`src/rtl/point_link_rx_fifo_pkg.sv`:
```
// Shared definitions for the point-link receive FIFO: link_i bit positions,
// valid-bit locator, FIFO occupancy states and a clog2 helper.
package point_link_pkg;

   // Bit positions inside the 2-bit link_i status word
   localparam int LINK_STALL = 0;
   localparam int LINK_OVF   = 1;

   // Occupancy view of the FIFO, decoded from the entry count
   typedef enum logic [1:0] {
      ST_EMPTY  = 2'd0,
      ST_ACTIVE = 2'd1,
      ST_FULL   = 2'd2
   } fifo_state_t;

   // The valid flag sits just above the payload on link_o
   function automatic int VALID_BIT(input int data_w);
      return data_w;
   endfunction

   // Ceiling log2, minimum result 1 so address buses never collapse to zero width
   function automatic int clog2(input int n);
      int r;
      r = 0;
      while ((1 << r) < n) r++;
      if (r < 1) r = 1;
      return r;
   endfunction

endpackage

```
`src/rtl/point_link_rx_fifo_if.sv`:
```
// Bundle of link-side and core-side signals of the point-link receive FIFO.
// Optional statistics signals exist only when POINT_LINK_RX_STATS_EN is defined.
interface point_link_rx_fifo_if #(
   parameter int DATA_W = 8
);
   logic [DATA_W:0]   link_o;     // {valid, payload} from the remote master
   logic [1:0]        link_i;     // {overflow, stall} back to the remote master
   logic              out_valid;
   logic [DATA_W-1:0] out_data;
   logic              out_ready;
   logic              ovf_clear;
`ifdef POINT_LINK_RX_STATS_EN
   logic [31:0]       rx_count;
   logic [15:0]       drop_count;
`endif

   // The receive FIFO itself
   modport slave (
      input  link_o, out_ready, ovf_clear,
      output link_i, out_valid, out_data
`ifdef POINT_LINK_RX_STATS_EN
      , output rx_count, drop_count
`endif
   );

   // Whoever feeds the link and consumes the buffered words
   modport master (
      output link_o, out_ready, ovf_clear,
      input  link_i, out_valid, out_data
`ifdef POINT_LINK_RX_STATS_EN
      , input rx_count, input drop_count
`endif
   );
endinterface

```
`src/rtl/point_link_rx_fifo_mem.sv`:
```
// DEPTH x DATA_W storage for the receive FIFO: one synchronous write port and
// an asynchronous read port so the head entry is visible without a read cycle.
// The array carries no reset; validity is tracked by the owner's count.
module point_fifo_mem
   import point_link_pkg::*;
#(
   parameter int DATA_W = 8,
   parameter int DEPTH  = 8,
   parameter int AW     = clog2(DEPTH)
) (
   input  logic              clock,
   input  logic              wr_en,
   input  logic [AW-1:0]     wr_addr,
   input  logic [DATA_W-1:0] wr_data,
   input  logic [AW-1:0]     rd_addr,
   output logic [DATA_W-1:0] rd_data
);

   logic [DATA_W-1:0] r_mem [DEPTH];

   // Write the incoming word into its slot
   always_ff @(posedge clock) begin
      if (wr_en) r_mem[wr_addr] <= wr_data;
   end

   assign rd_data = r_mem[rd_addr];

endmodule

```
`src/rtl/point_link_rx_fifo.sv`:
```
// Receive stage behind the point-link slave interface. Buffers the framed word
// stream in a FIFO, hands it to the core with valid/ready, and reports stall
// and sticky overflow back to the remote master over link_i.
// Optional feature macro: POINT_LINK_RX_STATS_EN (rx_count / drop_count).
module point_link_rx_fifo
   import point_link_pkg::*;
#(
   parameter int DATA_W = 8,
   parameter int DEPTH  = 8,
   parameter int SKID   = 2
) (
   input  logic                   clock,
   input  logic                   reset_n,
   point_link_rx_fifo_if.slave    bus
);

   localparam int AW = clog2(DEPTH);
   localparam int CW = AW + 1;
   localparam int VB = VALID_BIT(DATA_W);
   localparam logic [CW-1:0] C_DEPTH = CW'(DEPTH);
   localparam logic [CW-1:0] C_SKID  = CW'(SKID);

   logic [AW-1:0]     r_wr_ptr, r_rd_ptr;
   logic [CW-1:0]     r_count;
   logic              r_valid, r_stall, r_ovf;

   logic [AW-1:0]     w_wr_ptr_next, w_rd_ptr_next;
   logic [CW-1:0]     w_count_next, w_free;
   logic              w_push, w_pop, w_push_acc, w_drop;
   logic              w_stall_next, w_ovf_next;
   fifo_state_t       w_state;
   logic [DATA_W-1:0] w_rd_data;
   logic [1:0]        w_link_i;

   // Only a clean 1 counts as valid; X/Z from an unsettled remote is ignored
   assign w_push = (bus.link_o[VB] === 1'b1);

   // Occupancy state decoded straight from the count register
   always_comb begin
      w_state = ST_ACTIVE;
      if (r_count == '0)          w_state = ST_EMPTY;
      else if (r_count == C_DEPTH) w_state = ST_FULL;
   end

   // Next pointers, count, stall and overflow from this cycle's push/pop
   always_comb begin
      w_pop         = r_valid && bus.out_ready && (w_state != ST_EMPTY);
      // A full FIFO still accepts when the head leaves in the same cycle
      w_push_acc    = w_push && ((w_state != ST_FULL) || w_pop);
      w_drop        = w_push && !w_push_acc;
      w_wr_ptr_next = w_push_acc ? r_wr_ptr + AW'(1) : r_wr_ptr;
      w_rd_ptr_next = w_pop ? r_rd_ptr + AW'(1) : r_rd_ptr;
      w_count_next  = r_count;
      if (w_push_acc && !w_pop)      w_count_next = r_count + CW'(1);
      else if (!w_push_acc && w_pop) w_count_next = r_count - CW'(1);
      w_free        = C_DEPTH - w_count_next;
      w_stall_next  = (w_free <= C_SKID);
      // A fresh drop beats a simultaneous clear
      w_ovf_next    = w_drop ? 1'b1 : (bus.ovf_clear ? 1'b0 : r_ovf);
   end

   // FIFO control registers
   always_ff @(posedge clock or negedge reset_n) begin
      if (!reset_n) begin
         r_wr_ptr <= '0;
         r_rd_ptr <= '0;
         r_count  <= '0;
         r_valid  <= 1'b0;
         r_stall  <= 1'b0;
         r_ovf    <= 1'b0;
      end else begin
         r_wr_ptr <= w_wr_ptr_next;
         r_rd_ptr <= w_rd_ptr_next;
         r_count  <= w_count_next;
         r_valid  <= (w_count_next != '0);
         r_stall  <= w_stall_next;
         r_ovf    <= w_ovf_next;
      end
   end

   point_fifo_mem #(
      .DATA_W (DATA_W),
      .DEPTH  (DEPTH),
      .AW     (AW)
   ) u_mem (
      .clock   (clock),
      .wr_en   (w_push_acc),
      .wr_addr (r_wr_ptr),
      .wr_data (bus.link_o[DATA_W-1:0]),
      .rd_addr (r_rd_ptr),
      .rd_data (w_rd_data)
   );

   // Output drive: head payload masked to zero while empty, status packed into link_i
   always_comb begin
      w_link_i             = '0;
      w_link_i[LINK_STALL] = r_stall;
      w_link_i[LINK_OVF]   = r_ovf;
   end

   assign bus.link_i    = w_link_i;
   assign bus.out_valid = r_valid;
   assign bus.out_data  = r_valid ? w_rd_data : '0;

`ifdef POINT_LINK_RX_STATS_EN
   logic [31:0] r_rx_count;
   logic [15:0] r_drop_count;

   // Traffic statistics; unaffected by ovf_clear
   always_ff @(posedge clock or negedge reset_n) begin
      if (!reset_n) begin
         r_rx_count   <= '0;
         r_drop_count <= '0;
      end else begin
         if (w_push_acc) r_rx_count <= r_rx_count + 32'd1;
         if (w_drop && (r_drop_count != 16'hFFFF)) r_drop_count <= r_drop_count + 16'd1;
      end
   end

   assign bus.rx_count   = r_rx_count;
   assign bus.drop_count = r_drop_count;
`endif

endmodule
```
`src/flat_wrapper.sv`:
```
// flat-port wrapper written by rule: the top's interface ports become plain ports
module point_link_rx_fifo_flat import point_link_pkg::*;
#(
   parameter int DATA_W = 8,
   parameter int DEPTH  = 8,
   parameter int SKID   = 2
)
  (clock, reset_n, bus_link_o, bus_out_ready, bus_ovf_clear, bus_link_i, bus_out_valid, bus_out_data);
  point_link_rx_fifo_if #(.DATA_W(DATA_W)) bus_i ();
  input  logic clock;
  input  logic reset_n;
  input wire logic [$bits(bus_i.link_o)-1:0] bus_link_o;
  input wire logic [$bits(bus_i.out_ready)-1:0] bus_out_ready;
  input wire logic [$bits(bus_i.ovf_clear)-1:0] bus_ovf_clear;
  output wire logic [$bits(bus_i.link_i)-1:0] bus_link_i;
  output wire logic [$bits(bus_i.out_valid)-1:0] bus_out_valid;
  output wire logic [$bits(bus_i.out_data)-1:0] bus_out_data;
  assign bus_i.link_o = bus_link_o;
  assign bus_i.out_ready = bus_out_ready;
  assign bus_i.ovf_clear = bus_ovf_clear;
  assign bus_link_i = bus_i.link_i;
  assign bus_out_valid = bus_i.out_valid;
  assign bus_out_data = bus_i.out_data;
  point_link_rx_fifo #(.DATA_W(DATA_W), .DEPTH(DEPTH), .SKID(SKID)) u_core (.clock(clock), .reset_n(reset_n), .bus(bus_i));
endmodule
```
`config.mk`:
```
export PLATFORM = sky130hd
export DESIGN_NAME = point_link_rx_fifo_flat
export DESIGN_NICKNAME = d
export VERILOG_FILES = /design/src/rtl/point_link_rx_fifo_pkg.sv /design/src/rtl/point_link_rx_fifo_if.sv /design/src/rtl/point_link_rx_fifo_mem.sv /design/src/rtl/point_link_rx_fifo.sv /design/src/flat_wrapper.sv
export SDC_FILE = /design/constraint.sdc
export NUM_CORES = 1
export LEC_CHECK = 0
export ABC_AREA = 1
export BUFFER_PORTS_ARGS = -buffer_cell sky130_fd_sc_hd__buf_4
export CORE_MARGIN = 2
export CORE_UTILIZATION = 40
export CTS_BUF_LIST = sky130_fd_sc_hd__clkbuf_2 sky130_fd_sc_hd__clkbuf_4 sky130_fd_sc_hd__clkbuf_8
export CTS_CLUSTER_SIZE = 20
export DETAILED_ROUTE_END_ITERATION = 6
export SLEW_MARGIN = 20
export SYNTH_ARGS = -nofsm -noshare
export SYNTH_HDL_FRONTEND = slang
export SYNTH_SLANG_ARGS = --single-unit
```
`constraint.sdc`:
```
create_clock -name clock -period 2.47 [get_ports clock]
set_input_delay 0.1235 -clock clock [delete_from_list [all_inputs] [get_ports clock]]
set_output_delay 0.1235 -clock clock [all_outputs]
set_load 0.01 [all_outputs]
```
==> summary by stage <==
Timing
Adding up every negative setup slack in the final design gives 0 ns. Dividing the final minimum period by the clock period gives 81.7%. Setup repair after global routing left no endpoint under its margin.

The final critical-path required period is between 2 and 2.5 ns. Static timing analysis puts the maximum clock frequency at ~500 MHz. Setup violations remaining at the end of the flow were counted as 0. The number of pins with negative max-slew slack in the final report is 0. The relative slew slack is around three fifths. For the final database, setup skew stands at 0.0103 ns. The number of endpoints with negative hold slack in the final report is 0. The transition time of the tightest slew-check pin is approximately 0.63 ns.

Logic synthesis
By area the synthesized netlist is led by edfxtp_1 (56%), dfrtp_1 (9.5%), nor2_1 (6.7%), o21ai_0 (6.1%), nand2_1 (3.3%). The largest family of logic cells by synthesized area is simple AND/OR/NAND/NOR gates. The synthesized netlist devotes under 10% of its cell area to XOR and XNOR gates. The synthesized design spends more area on one cell type than any other, namely edfxtp_1. Of the total synthesized cell area, the portion taken by full adders, half adders and majority gates is 2.18%. The compound-gate portion of the synthesized area is a little under a tenth. The average cell area after synthesis is approximately 11 sq um. After synthesis the netlist holds a flip-flop and latch count of 77. The share of Yosys cell area claimed by the top area cell type is about 56%. The prevailing post-synth register cell is edfxtp_1. The number of instances in the synthesized netlist is 304. In the synthesized netlist, mux cells make up 0% of the area. Yosys mapped a number of flops with a built-in enable equal to 64. The synthesized netlist devotes between 10% and 20% of its cell area to simple gates. The netlist uses 31 different library cells. The number of warnings issued by yosys is 0. The share of synthesized flip-flops with an asynchronous set or reset is 16.9%.

Counting every net in the synthesized netlist gives between 300 and 400. After synthesis, flip-flops and latches occupy roughly two thirds of the total area. The area of the mapped netlist is 0.00344 sq mm.

Setup path
The required time of the critical path is 2.52 ns. The kind of start point of the critical path is a flop. Data on the critical path arrives at its endpoint at 2.07 ns. The worst setup path is captured at a flop. The top fanout value on the critical path is 9. The kind of critical path is flop to flop.

Power and ir drop
The relative contribution of the clock network to total power is a little under a fifth. VDD sags by at most ~0.57 mV. In this run the static leakage power is ~1.5 nW. The logic gate share of total power is around 44%. The net switching fraction of the power is 39.5%. Of the total power, registers draw 37.6%. The total power density per cell area is 1170 mW/mm^2. The analysis attributes to net switching a power of ~1.8 mW. The cell-internal power is around 2.8 mW.

Run
Max-cap violations in this run came to 0.

Clock network
Counting every sink on the clock net gives just under 80. After clock tree synthesis, the clock-pin slew on the worst setup and hold paths is 0.09 ns. The number of gates resized after CTS was 0. At the later pin of the worst-skew pair, clock insertion delay measures between 0.3 and 0.4 ns. TritonCTS built the clock tree.

The count of H-tree levels built during CTS is 3. The clock tree buffer depth is 2. The clock root buffer is clkbuf_8. The number of clock buffers inserted by TritonCTS is 9.

The number of buffers added for setup after CTS is 0.

Route
In this run, the number of DRC markers left after iteration 0 of detailed routing was 155. The via density per instance is about 4.9. The number of nets still failing antenna checks after routing is 0. For this block, the routed nets add up to 6780 um of wire. Before antenna repair, the detailed router went through 4 iterations. In the routed design, unresolved DRC markers number 0. The number of vias after detailed routing is ~2.2k. The average routed wire per standard cell is about 15 um.

Place
The count of placed standard cells including taps is about 440. The congestion estimate from routability-driven global placement came to about 0.86. The wire-length estimate of the detail-placed layout is ~4500 um. Buffers placed on the I/O ports in this run total 23.

Hold path
The worst hold path belongs to the class input port to flop.

Floorplanning
The y dimension of the die is slightly below 100 um. The floorplan has 33 rows. For this design the top-level I/O count stands at 24.

The floorplan step set the die width to around 97 um. The core region is around 0.0083 sq mm. The die covers 0.00936 sq mm. The effective utilization at floorplan is 41.7%.

Final layout
Excluding fillers, the count of instances in the completed layout stands at around 450. The number of antenna repair diodes is 0. Cells with a size suffix above 1 make up between 20% and 30% of the layout. The library cells used most frequently in the layout, excluding fill and tap cells, are edfxtp_1 (64), nor2_1 (61), o21ai_0 (42), buf_4 (37), nand2_1 (30). The library cell used most frequently in the layout, excluding fill and tap cells, is edfxtp_1. The layout net count is approximately 360.

From synthesis to final layout, the design area changed by 16.3%.

GRT
The leftover overflow at the end of global routing is 0. Entering global routing, the biggest net connects 33 pins. Across every metal layer, demand over resource in global routing totals approximately 15%. The first-pass GRT wire length is approximately 11000 um. The initial antenna violation count is 0. The number of global-route vias before repair is roughly 2.1k.

Run status
The flow ran to the end, and the final reports show no timing, DRC or antenna violations.
==> cell type report <==
class                      count  area, sq um
clock inverter                 6         47.5
clock buffer                  10          131
inverter                      21         97.6
sequential                    77         2250
fill                         755         4260
timing repair buffer          39          298
multi-input combinational    195         1050
tap                          105          131
==> synthesized netlist by cell type, types with 3 or more instances <==
cell type,instances
o21ai_0,42
nand2_1,30
nand4_1,3
clkbuf_1,9
nor2_1,61
edfxtp_1,64
inv_1,16
ha_1,6
a31oi_1,8
xor2_1,4
inv_2,3
dfrtp_1,13
nand3_1,13
o22ai_1,8
nand2_2,3
==> cell families after synthesis <==
family                     after synthesis
buffers and inverters                   32
adders and majority gates                6
and+or+nand+nor                        123
AOI/OAI and AO/OA                       61
DFF                                     77
xor gates and xnor gates                 5
==> power groups by stage <==
stage	logic, mW	registers (mW)	clock network, mW
6_report	2.06	1.75	0.851
5_1_grt	2.33	1.77	0.932
4_1_cts	2.09	1.75	0.871
3_5_place_dp	2.08	1.78	0
3_3_place_gp	2.05	1.78	0
2_1_floorplan	1.36	1.78	0
==> worst paths after layout <==
check | slack [ns] | endpoint | from | cells past startpoint
setup / recovery | 0.45 | u_core.u_mem.r_mem[0][7]$_DFFE_PP_ | u_core.r_count[0]$_DFF_PN0_ | 9
hold / removal | 0.02 | u_core.u_mem.r_mem[3][0]$_DFFE_PP_ | bus_link_o[0] | 1
setup reg to reg | 0.45 | u_core.u_mem.r_mem[0][7]$_DFFE_PP_ | u_core.r_count[0]$_DFF_PN0_ | 9
hold reg to reg | 0.54 | u_core.r_ovf$_DFFE_PN0P_ | u_core.r_ovf$_DFFE_PN0P_ | 2
max in group asynchronous | 2.14 | u_core.r_rd_ptr[0]$_DFFE_PN0N_ | reset_n | 2
min in group asynchronous | 0.16 | u_core.r_count[0]$_DFF_PN0_ | reset_n | 2
==> sequential cells by signal (all words and copies together) (netlist names) <==
signal	cells
u_core.bus.out_valid	1
u_core.r_wr_ptr	3
u_core.r_rd_ptr	3
u_core.u_mem.r_mem	64
u_core.r_ovf	1
u_core.r_count	4
u_core.r_stall	1
==> metrics by stage <==
step           util, %  hold WS (ns)  power (mW)  worst slack (ns)  area (sq um)
2_1_floorplan        -        -0.172        3.14             0.395          3440
3_3_place_gp      46.0       -0.0180        3.83             0.511          3800
3_5_place_dp      46.0       -0.0162        3.86             0.433          3800
4_1_cts           48.4       0.00490        4.71             0.435          4000
5_1_grt           48.4       0.00248        5.04             0.251          4000
6_report          48.4        0.0217        4.66             0.452          4000
==> timing repair <==
| action | 4_1_cts | 5_1_grt |
|---|---|---|
| endpoints found under the setup margin | 0 | 0 |
| hold endpoints to repair | 14 | 0 |
| hold buffers | 2 | 0 |
==> layer usage <==
layer | up-vias | global-route usage [%] | wire [um]
met1 | 1050 | 21.2 | 3330
met3 | 7 | 3.11 | 180
met5 | - | 0 | 0
met4 | 0 | 6.07 | 72
met2 | 30 | 23.8 | 3190
li1 | 1137 | - | -
==> worst max-delay path: stages (launching register included) <==
cell and delay, ns:
dfrtp_1 0.40, inv_1 0.10, ha_1 0.27, nand3_2 0.15, nor2_4 0.06, nor2_8 0.13
inv_2 0.04, or2_1 0.26, nor2_1 0.12, buf_4 0.19
No activity file was read; power rests on OpenSTA's default activity.
